===== src/rtl/breakout_pkg.sv =====
// breakout_pkg: shared state encoding, default sizing constants and the
// popcount helper used to score simultaneous brick hits.
package breakout_pkg;

    typedef enum logic [2:0] {
        ST_IDLE  = 3'd0,
        ST_SERVE = 3'd1,
        ST_PLAY  = 3'd2,
        ST_PAUSE = 3'd3,
        ST_LOST  = 3'd4,
        ST_WON   = 3'd5,
        ST_OVER  = 3'd6
    } state_e;

    localparam int DEF_NUM_BRICKS = 5;
    localparam int DEF_LIVES      = 3;

    // Widest brick vector the popcount helper accepts; callers zero-extend.
    localparam int MAX_BRICKS     = 32;

    // Number of set bits in a (zero-extended) brick vector.
    function automatic logic [5:0] popcount(input logic [MAX_BRICKS-1:0] v);
        logic [5:0] c;
        c = '0;
        for (int i = 0; i < MAX_BRICKS; i++) begin
            c = c + {5'd0, v[i]};
        end
        return c;
    endfunction

endpackage


===== src/rtl/btn_edge.sv =====
// btn_edge: rising-edge detector for a debounced level button. The pulse is
// combinational from the live level and the previous-level register, so a
// press in cycle N can change registered state at the end of cycle N.
module btn_edge (
    input  logic clock,
    input  logic reset,
    input  logic btn_i,
    output logic rise_o
);

    logic prev_q;

    // Remember last cycle's level; a held button produces a single pulse.
    always_ff @(posedge clock or negedge reset) begin
        if (!reset) prev_q <= 1'b0;
        else        prev_q <= btn_i;
    end

    assign rise_o = btn_i & ~prev_q;

endmodule


===== src/rtl/breakout_game_ctrl.sv =====
// breakout_game_ctrl: game-level sequencer for the breakout datapath.
// Owns the brick mask, lives and score, and sequences
// IDLE -> SERVE -> PLAY -> (LOST -> SERVE | WON | OVER).
// Optional feature macro: BREAKOUT_PAUSE_EN enables the PAUSE state; when it
// is undefined btnPause is accepted but has no effect.
module breakout_game_ctrl
    import breakout_pkg::*;
#(
    parameter int NUM_BRICKS   = DEF_NUM_BRICKS,
    parameter int LIVES        = DEF_LIVES,
    parameter int SCORE_W      = 8,
    parameter int SERVE_FRAMES = 60
) (
    input  logic                  clock,
    input  logic                  reset,
    input  logic                  frameTick,
    input  logic                  btnStart,
    input  logic                  btnPause,
    input  logic                  ballLost,
    input  logic [NUM_BRICKS-1:0] brickHit,
    output logic [NUM_BRICKS-1:0] brickMask,
    output logic                  ballEnable,
    output logic                  ballServe,
    output logic [2:0]            lives,
    output logic [SCORE_W-1:0]    score,
    output logic                  gameOver,
    output logic                  gameWon,
    output logic [2:0]            state
);

    localparam int          CNT_W      = (SERVE_FRAMES > 1) ? $clog2(SERVE_FRAMES) : 1;
    localparam logic [2:0]  LIVES_INIT = 3'(LIVES);
    localparam logic [31:0] SCORE_MAX  = (32'd1 << SCORE_W) - 32'd1;
    localparam logic [31:0] LAST_TICK  = (SERVE_FRAMES > 0) ? 32'(SERVE_FRAMES - 1) : 32'd0;

    state_e                state_q;
    logic [NUM_BRICKS-1:0] mask_q;
    logic [NUM_BRICKS-1:0] mask_d;
    logic [NUM_BRICKS-1:0] cleared;
    logic [2:0]            lives_q;
    logic [SCORE_W-1:0]    score_q;
    logic [SCORE_W-1:0]    score_d;
    logic [31:0]           score_sum;
    logic [CNT_W-1:0]      cnt_q;
    logic                  en_q;
    logic                  serve_q;
    logic                  over_q;
    logic                  won_q;
    logic                  start_rise;
    logic                  pause_rise;

    btn_edge u_start_edge (
        .clock  (clock),
        .reset  (reset),
        .btn_i  (btnStart),
        .rise_o (start_rise)
    );

    btn_edge u_pause_edge (
        .clock  (clock),
        .reset  (reset),
        .btn_i  (btnPause),
        .rise_o (pause_rise)
    );

`ifndef BREAKOUT_PAUSE_EN
    // Pause detector kept for a stable interface; its pulse goes nowhere.
    logic unused_pause;
    assign unused_pause = pause_rise;
`endif

    // Brick clearing and saturating score for this cycle's hits; only
    // bricks still present count, so repeat hits score nothing.
    always_comb begin
        cleared   = brickHit & mask_q;
        mask_d    = mask_q & ~cleared;
        score_sum = 32'(score_q) + 32'(popcount(MAX_BRICKS'(cleared)));
        if (score_sum > SCORE_MAX) score_d = '1;
        else                       score_d = score_sum[SCORE_W-1:0];
    end

    // Game sequencer; every output is a register updated together with state.
    always_ff @(posedge clock or negedge reset) begin
        if (!reset) begin
            state_q <= ST_IDLE;
            mask_q  <= '1;
            lives_q <= LIVES_INIT;
            score_q <= '0;
            cnt_q   <= '0;
            en_q    <= 1'b0;
            serve_q <= 1'b0;
            over_q  <= 1'b0;
            won_q   <= 1'b0;
        end else begin
            serve_q <= 1'b0;
            case (state_q)
                ST_IDLE: begin
                    mask_q  <= '1;
                    lives_q <= LIVES_INIT;
                    score_q <= '0;
                    cnt_q   <= '0;
                    if (start_rise) begin
                        state_q <= ST_SERVE;
                        serve_q <= 1'b1;
                    end
                end
                ST_SERVE: begin
                    if (start_rise) begin
                        state_q <= ST_PLAY;
                        en_q    <= 1'b1;
                    end
                end
                ST_PLAY: begin
                    mask_q  <= mask_d;
                    score_q <= score_d;
                    // Clearing the last brick wins even if the ball is lost
                    // in the same cycle.
                    if (mask_d == '0) begin
                        state_q <= ST_WON;
                        won_q   <= 1'b1;
                        en_q    <= 1'b0;
                    end else if (ballLost) begin
                        state_q <= ST_LOST;
                        lives_q <= lives_q - 3'd1;
                        cnt_q   <= '0;
                        en_q    <= 1'b0;
                    end
`ifdef BREAKOUT_PAUSE_EN
                    else if (pause_rise) begin
                        state_q <= ST_PAUSE;
                        en_q    <= 1'b0;
                    end
`endif
                end
`ifdef BREAKOUT_PAUSE_EN
                ST_PAUSE: begin
                    if (pause_rise) begin
                        state_q <= ST_PLAY;
                        en_q    <= 1'b1;
                    end
                end
`endif
                ST_LOST: begin
                    // Lives already decremented on the way in; zero means game over.
                    if (lives_q == 3'd0) begin
                        state_q <= ST_OVER;
                        over_q  <= 1'b1;
                    end else if (SERVE_FRAMES == 0) begin
                        state_q <= ST_SERVE;
                        serve_q <= 1'b1;
                    end else if (frameTick) begin
                        if (32'(cnt_q) == LAST_TICK) begin
                            state_q <= ST_SERVE;
                            serve_q <= 1'b1;
                            cnt_q   <= '0;
                        end else begin
                            cnt_q <= cnt_q + 1'b1;
                        end
                    end
                end
                ST_WON, ST_OVER: begin
                    // Mask and score stay up for display until the player restarts.
                    if (start_rise) begin
                        state_q <= ST_IDLE;
                        won_q   <= 1'b0;
                        over_q  <= 1'b0;
                        mask_q  <= '1;
                        lives_q <= LIVES_INIT;
                        score_q <= '0;
                    end
                end
                default: begin
                    state_q <= ST_IDLE;
                    en_q    <= 1'b0;
                    won_q   <= 1'b0;
                    over_q  <= 1'b0;
                end
            endcase
        end
    end

    assign brickMask  = mask_q;
    assign ballEnable = en_q;
    assign ballServe  = serve_q;
    assign lives      = lives_q;
    assign score      = score_q;
    assign gameOver   = over_q;
    assign gameWon    = won_q;
    assign state      = state_q;

endmodule


===== config.mk =====
export PLATFORM = sky130hd
export DESIGN_NAME = breakout_game_ctrl
export DESIGN_NICKNAME = d
export VERILOG_FILES = /design/src/rtl/breakout_pkg.sv /design/src/rtl/btn_edge.sv /design/src/rtl/breakout_game_ctrl.sv
export SDC_FILE = /design/constraint.sdc
export NUM_CORES = 1
export LEC_CHECK = 0
export CAP_MARGIN = 20
export CORE_MARGIN = 8
export CORE_UTILIZATION = 40
export DETAILED_ROUTE_END_ITERATION = 6
export PLACE_DENSITY = 0.66
export SLEW_MARGIN = 40
export SYNTH_ARGS = -nofsm -noshare
export SYNTH_HDL_FRONTEND = slang
export SYNTH_HIERARCHICAL = 1
export SYNTH_SLANG_ARGS = --single-unit

===== constraint.sdc =====
create_clock -name clock -period 3.1 [get_ports clock]
set_clock_uncertainty 0.1 [all_clocks]
set_input_delay 0.62 -clock clock [delete_from_list [all_inputs] [get_ports clock]]
set_output_delay 0.62 -clock clock [all_outputs]
set_load 0.05 [all_outputs]

==> impl_results.md, run 1 <==
- Deepest clock path buffer count: 2
- Commonest cells after routing, fill and taps aside: clkdlybuf4s50_1, nand2_1, dfrtp_1, inv_1, buf_4
- Post-Syn Area: 0.00187 mm2
- Crit-path max FO: 5
- Final cycle utilization of the critical path: 102%
- Max cap viols: 0
- Final ANT Viol Nets: 0
- DRT iter0 DRCs: 84
- CTS tree: yes
- Hold Crit Start: gameOver$_DFFE_PN0P_
- Hold slack final: 425 ps
- Yosys warnings: 6
- Layout cells sized above 1: 20.6%
- Outcome: finished with violations
- Diodes inserted: 0
- Root buffer cell: clkbuf_8
- Sequential-to-total area share from yosys stat: 40.7%
- Most common cell after layout, fill and taps aside: clkdlybuf4s50_1
- Final Hold Fails: 0
- Non-Filler Instances: 307
- Slew @ Worst Pin: 559 ps
- Mapped Cells: 205
- Total CTS buffers: 5
- Via Count: 1625
- RSZ-0062 raised after global routing: true
- Lkg Pwr: 1.12 nW
- Total Power: 2.19 mW
- CTS sink count: 30
- Port bufs: 32
- Peak supply drop: 0.526 mV
- Hold Path Class: flop to flop
- Complex-gate fraction of the synthesized area: 25.3%
- FFs w/ async S/R, synth: 100%
- Cell count of the worst reg-to-reg path: 13
- RR Startpoint: brickMask[0]$_DFFE_PN1P_
- IO Pins: 34
- Residual DRC: 0
- Adder-cell share of the synthesized area: 7.90%
- Largest net degree at the start of global routing: 31
- Tot GR Track Use: 12.6%
- Fillers: 421
- Post-Synth Simple-Gate Area: 19.2%
- Die width: 84.3 um
- Capturing point of the worst reg2reg path: score[5]$_DFFE_PN0P_
- CP Capture Type: flop
- Initial antenna violation count: 0
- H-tree lvl count: 2
- Post-synth EDFFs: 0
- Violated checks: negative setup slack
- Site Rows: 25
- Mapped Nets: 226
- CP Data Required Time: 3220 ps
- Avg Cell Area, Syn: 9.11 um2
- Clock transition at the registers of the reported paths: 70 ps
- Cell Pwr Density: 889 mW/mm2
- FMAX: 317 MHz
- Final WS setup: -56.9 ps
- Max Transition Viols Final: 0
- Post-Synth XOR/XNOR Area: 0%
- CORE AREA: 0.00460 mm2
- Fin Setup TNS: -256 ps
- Clk_lat worst skew: 270 ps
- Mux cell area share after synthesis: 1.14%
- Hold Path End: gameOver$_DFFE_PN0P_
- Distinct cells, synth: 50
- R2R Setup Slk: -30 ps
- Drt first pass iters: 4
- Starting density of the core: 40.6%
- Detailed-route vias per instance: 5.29
- Number of global-route vias before repair: 1594
- Nets: 273
- CP Launch Type: input pin
- Hold bufs inserted after CTS: 0
- Hold Crit Depth: 2
- Minimum clock period: 3160 ps
- Routed wire per std cell: 14.1 um
- Die H: 84.3 um
- Slew Limit Headroom: 62.7%
- Ys flop type: dfrtp_1
- DP Cell Count: 297
- Final setup vio count: 7
- GRT overflow: 0
- Die ar.: 0.00711 mm2
- Largest family of logic cells by synthesized area: compound AO/OA/AOI/OAI gates
- Worst Path Arrival: 3270 ps
- First-pass GRT wire length: 7.53 mm
- Hpwl dp: 3.21 mm
- Layout area overhead: 32.1%
- Critical path class: input pin to flop
- Routability cong.: 0.796
- Final wirelength: 4.32 mm
- Register bit total from synthesis: 30
[timing repair]
action / in CTS / in global routing
pin swaps: 9 / 3
endpoints found under the setup margin: 8 / 8
resized for setup: 14 / 2
buffers inserted: 2 / 0
[worst max path at each step]
stage | startpoint | endpoint | slack (ps) | depth (start not counted)
finish | brickHit[0] | score[5]$_DFFE_PN0P_ | -60 | 14
global route | brickMask[0]$_DFFE_PN1P_ | score[4]$_DFFE_PN0P_ | -150 | 13
CTS | brickMask[2]$_DFFE_PN1P_ | score[7]$_DFFE_PN0P_ | -120 | 13
detailed placement | brickHit[0] | score[1]$_DFFE_PN0P_ | -670 | 14
global placement | brickHit[0] | score[1]$_DFFE_PN0P_ | -640 | 14
floorplan | brickMask[0]$_DFFE_PN1P_ | score[5]$_DFFE_PN0P_ | -180 | 13
[metrics by stage]
stage / utilization [%] / setup WS, ps / area, um2
floorplan: - / -176 / 1880
global placement: 50.7 / -644 / 2330
detailed placement: 50.7 / -675 / 2330
CTS: 53.5 / -117 / 2460
global route: 53.7 / -153 / 2470
finish: 53.7 / -56.9 / 2470
[cell usage after synthesis (2+ instances only)]
| library cell | n | area [um2] |
|---|---|---|
| o21ai_1 | 3 | 15.0 |
| nand2_1 | 28 | 105 |
| a21oi_1 | 11 | 55.1 |
| dfrtp_1 | 23 | 576 |
| fa_1 | 3 | 60.1 |
| o22a_1 | 5 | 43.8 |
| a21boi_1 | 2 | 15.0 |
| buf_2 | 3 | 15.0 |
| a211o_1 | 2 | 17.5 |
| inv_1 | 18 | 67.6 |
| nand2b_1 | 5 | 31.3 |
| o32a_1 | 2 | 20.0 |
| a21o_1 | 6 | 45.0 |
| clkbuf_1 | 3 | 11.3 |
| nand3_1 | 2 | 10.0 |
| nor2_1 | 14 | 52.6 |
| and2_1 | 6 | 37.5 |
| o22ai_1 | 3 | 18.8 |
| a22o_1 | 4 | 35.0 |
| o21ai_0 | 9 | 45.0 |
| nor2b_1 | 4 | 25.0 |
| dfstp_2 | 7 | 184 |
| or2_1 | 4 | 25.0 |
| a31oi_1 | 4 | 25.0 |
| nor3_1 | 3 | 15.0 |
| ha_1 | 7 | 87.6 |
[worst max-delay path, stage by stage]
cell	delay, ps
buf_2	100
and2_4	150
fa_1	500
inv_1	50
fa_1	420
inv_1	70
ha_2	180
inv_2	40
fa_2	340
nor2b_2	140
o2111a_2	280
nand3_4	120
o31ai_1	90
a22o_1	160
[routing by layer]
metal  track usage (%)  vias up  share of wire, %  routed length (um)
met3              4.36        2               4.6                 200
met4              3.86        0              0.93                  40
li1                  -      812                 -                   -
met5                 0        -                 0                   0
met1              15.6      776                46                2000
met2              20.2       35                48                2070
[state kept, by name, indices dropped and copies added (netlist names)]
register and cells:
brickMask 5, u_start_edge/prev_q 1, gameOver 1, gameWon 1, lives 3, state 3
score 8, ballServe 1, cnt_q 6, ballEnable 1
[final cells by class]
class | instances | area, um2 | area share (%)
flip-flops and latches | 30 | 759 | 30.8
repair buffers | 47 | 423 | 17.1
clock buffers | 8 | 110 | 4.46
well taps | 54 | 67.6 | 2.74
multi-input cells | 149 | 1040 | 42.0
inverters | 19 | 71.3 | 2.89
[cells by family after synthesis]
| group | Yosys count |
|---|---|
| AND/OR/NAND/NOR | 73 |
| AO/OA/AOI/OAI | 64 |
| flip-flops | 30 |
| buffers and inverters | 26 |
| adder cells (fa/ha/maj) | 10 |
| multiplexers | 2 |
[report_power, final]
part	total [mW]	switching (mW)	leakage, nW	internal [mW]
logic	1.20	0.708	0.677	0.490
clock network	0.369	0.145	0.0575	0.224
registers	0.626	0.122	0.386	0.504
(Power assumes the default switching activity.)
==> run 2: changes to the inputs <==
Settings changed: CAP_MARGIN 20 to unset.
==> results of run 2 <==
Same layout as run 1: the final DEF is identical, and so are final timing and power.
==> run 3: changes to the inputs <==
Settings changed: SYNTH_HIERARCHICAL 1 to unset.
==> run 3 against run 2 <==
Compared with the run above:
- the flow still finishes with violations (negative setup slack)
- first-iteration DRC count is 23% lower
- fmax down 1.1%
- combinational power is 10% higher
- hold slack got worse by 34 ps
- die area increased by 0.97%
- synthesized area up 1.2%
- via count up 0.49%
- sequential power decreased by 7.3%
- final cell count shrank 1.6%
- largest cell class unchanged
- critical path type unchanged
==> impl_results.md, run 3 <==
- Logic pwr share: 60.0% (+5.4 points)
- Most common cell after layout, fill and taps aside: clkdlybuf4s50_1
- Most instantiated cells after synthesis: nand2_1, dfrtp_1, o21ai_0, inv_1, a21oi_1
- Crit path top cell by count: inv_2
- Tot GR Track Use: 13.0% (+0.35 points)
- Post-Syn Area: 0.00189 mm2 (+1.2%)
- Largest cells by area after synthesis: dfrtp_1, dfstp_2, nand2_1
- DRT iter0 DRCs: 65 (-23%)
- FFs w/ async S/R, synth: 100% (unchanged)
- Final wirelength: 4.56 mm (+5.7%)
- First-pass GRT wire length: 7.60 mm (+0.82%)
- IO Pins: 34 (unchanged)
- GR Util met2: 21.3% (+1.1 points)
- RSZ-0062 raised after global routing: true
- Mapped Cells: 203 (-0.98%)
- Switching Share: 46.4% (+2.0 points)
- Worst Path Arrival: 3300 ps (+30 ps)
- Violated checks: negative setup slack
- Ys flop type: dfrtp_1
- Die ar.: 0.00718 mm2 (+0.97%)
- Sequential Area: 759 um2 (unchanged)
- Crit path cell chain: buf_6, and2_4, fa_1, inv_2, fa_1, inv_2, ha_4, inv_2, fa_2, nor2b_4, o2111a_2, inv_2, a31o_4, a21oi_2
- CP max-delay cell: fa_1
- Die width: 84.8 um (+0.49%)
- Detailed-route vias per instance: 5.41 (+2.2%)
- Starting density of the core: 40.8% (+0.21 points)
- Max reg flops: 8 (unchanged)
- CP Launch Type: input pin
- Via Count: 1633 (+0.49%)
- DP Cell Count: 294 (-1.0%)
- Crit path buffers/inverters: 5 (+1)
- DP Area: 0.00234 mm2 (+0.38%)
- Crit-path max FO: 4 (-1)
- Number of global-route vias before repair: 1664 (+4.4%)
- Nets: 269 (-1.5%)
- CTS tree: yes
- Distinct cells, synth: 48 (-4.0%)
- CP Data Required Time: 3210 ps (about the same)
- Routability cong.: 0.757 (-4.9%)
- Critical path class: input pin to flop
- Peak supply drop: 0.544 mV (+3.4%)
- H-tree lvl count: 2 (unchanged)
- Final cycle utilization of the critical path: 103% (+1.1 points)
- Sequential-to-total area share from yosys stat: 40.2% (-0.48 points)
- Drt first pass iters: 4 (unchanged)
- Fillers: 458 (+8.8%)
- Fin Setup TNS: -343 ps (-87.7 ps)
- Reg power frac: 26.4% (-2.1 points)
- Clock network fraction of total power: 13.6% (-3.2 points)
- Avg Cell Area, Syn: 9.31 um2 (+2.2%)
- Lkg Pwr: 1.11 nW (-0.87%)
- Root buffer cell: clkbuf_8
- Routed wire per std cell: 15.1 um (+7.4%)
- Initial antenna violation count: 0 (unchanged)
- Post-synth EDFFs: 0 (unchanged)
- Hold Path Class: flop to flop
- M3 GR Usage: 4.20% (-0.16 points)
- Max incr delay on CP: 510 ps (about the same)
- Clock transition at the registers of the reported paths: 60 ps (about the same)
- CTS sink count: 30 (unchanged)
- Slew @ Worst Pin: 584 ps (+24.9 ps)
- Die H: 84.8 um (+0.49%)
- Largest net degree at the start of global routing: 31 (unchanged)
- Top Family by Delay on Critical Path: adder cells
- Final WS setup: -90.9 ps (-34.0 ps)
- Cell area after layout: 0.00247 mm2 (+0.25%)
- Non-Filler Instances: 302 (-1.6%)
- RR Startpoint: brickMask[0]$_DFFE_PN1P_
- Switching power: 1.02 mW (+4.4%)
- Mapped Nets: 224 (-0.88%)
- Max Transition Viols Final: 0 (unchanged)
- Outcome: finished with violations
- Multi-input logic area: 0.00109 mm2 (+5.6%)
- Gr busiest metal: met2
- Total CTS buffers: 5 (unchanged)
- CP Capture Type: flop
- Max cap viols: 0 (unchanged)
- CORE AREA: 0.00463 mm2 (+0.68%)
- Most frequent cell after synthesis: nand2_1
- Post-synth top area share: 30.4% (-0.37 points)
- GRT overflow: 0 (unchanged)
- Final Hold Fails: 0 (unchanged)
- DP Worst Slack: -734 ps (-59.2 ps)
- Layout area overhead: 30.8%
- Port bufs: 32 (unchanged)
- Final ANT Viol Nets: 0 (unchanged)
- Residual DRC: 0 (unchanged)
- Register bit total from synthesis: 30 (unchanged)
- Slew Limit Headroom: 60.8% (-1.9 points)
- Minimum clock period: 3190 ps (+34.0 ps)
- Hold Crit Start: cnt_q[4]$_DFFE_PN0P_
- Final setup vio count: 8 (+1)
- Site Rows: 25 (unchanged)
- Layout cells sized above 1: 20.2% (-0.39 points)
- Hpwl dp: 3.23 mm (+0.75%)
- P_int: 1.18 mW (-3.6%)
- Cell Pwr Density: 886 mW/mm2 (-0.30%)
- GR Util met1: 15.7% (+0.11 points)
- Cell taking the most area after synthesis: dfrtp_1
- CP Launch Point: brickHit[0]
- Commonest cells after routing, fill and taps aside: clkdlybuf4s50_1, nand2_1, dfrtp_1, buf_4, o21ai_0
- FMAX: 313 MHz (-1.1%)
- Yosys warnings: 0 (-6)
- Deepest clock path buffer count: 2 (unchanged)
- Diodes inserted: 0 (unchanged)
- Clk_lat worst skew: 280 ps (about the same)
## run 3: changes by cell type in the layout (fill, tap and decap cells not counted), moves of 3 or more
cell | before | now
o21ai_0 | 4 | 12
inv_1 | 17 | 11
o22a_1 | 5 | 0
o31ai_1 | 1 | 6
nand2_1 | 28 | 24
nand3_1 | 1 | 5
o21ai_1 | 7 | 3
a31oi_1 | 4 | 1
and2_1 | 4 | 1
clkbuf_8 | 8 | 5
## run 3: metal layers
metal,wire length (um),vias to the layer above
met3,253,6
met4,45,0
met1,2140,776
met2,2130,40
met5,0,-
li1,-,811
## run 3: power by group through the flow
stage               Combinational [mW]  Sequential [mW]  Clock, mW
floorplan                        0.661            0.860          0
global placement                  1.27            0.586          0
detailed placement                1.27            0.586          0
CTS                               1.28            0.581      0.309
global route                      1.44            0.593      0.324
finish                            1.32            0.580      0.297
## run 3: metrics by stage
stage	power [mW]	util (%)	hold slack [ps]
2_1_floorplan	1.52	-	224
3_3_place_gp	1.86	50.6	389
3_5_place_dp	1.86	50.6	383
4_1_cts	2.17	52.4	393
5_1_grt	2.36	53.4	414
6_report	2.19	53.4	391
## run 3: final cells by class
cell class                 count  share of cell area (%)
multi-input combinational    151                    44.2
sequential                    30                    30.7
timing repair buffer          45                    17.0
clock buffer                   7                    3.09
tap                           54                    2.73
inverter                      15                    2.28
## run 3: kinds of logic (layout without fill, tap and decap cells)
| family | count (synthesis) | count (layout) | synth area share (%) |
|---|---|---|---|
| AND/OR/NAND/NOR | 72 | 72 | 20.1 |
| AO/OA/AOI/OAI | 66 | 66 | 24.5 |
| flip-flops | 30 | 30 | 40.2 |
| buffers and inverters | 22 | 67 | 5.49 |
| adder cells (fa/ha/maj) | 10 | 10 | 7.81 |
| multiplexers | 3 | 3 | 1.92 |
## run 3: worst paths after layout
path / endpoint / slack, ps / cells after the start
min: cnt_q[4]$_DFFE_PN0P_ / 390 / 1
min reg2reg: cnt_q[4]$_DFFE_PN0P_ / 390 / 1
max in group asynchronous: brickMask[2]$_DFFE_PN1P_ / 1930 / 2
max reg2reg: score[7]$_DFFE_PN0P_ / -60 / 13
max: score[7]$_DFFE_PN0P_ / -90 / 14
min in group asynchronous: cnt_q[1]$_DFFE_PN0P_ / 630 / 2
## run 3: what timing repair did
action | CTS | global route
buffers inserted | 0 | 1
resized for setup | 13 | 9
hold buffers | 0 | 0
pin swaps | 10 | 10
endpoints found under the setup margin | 8 | 8
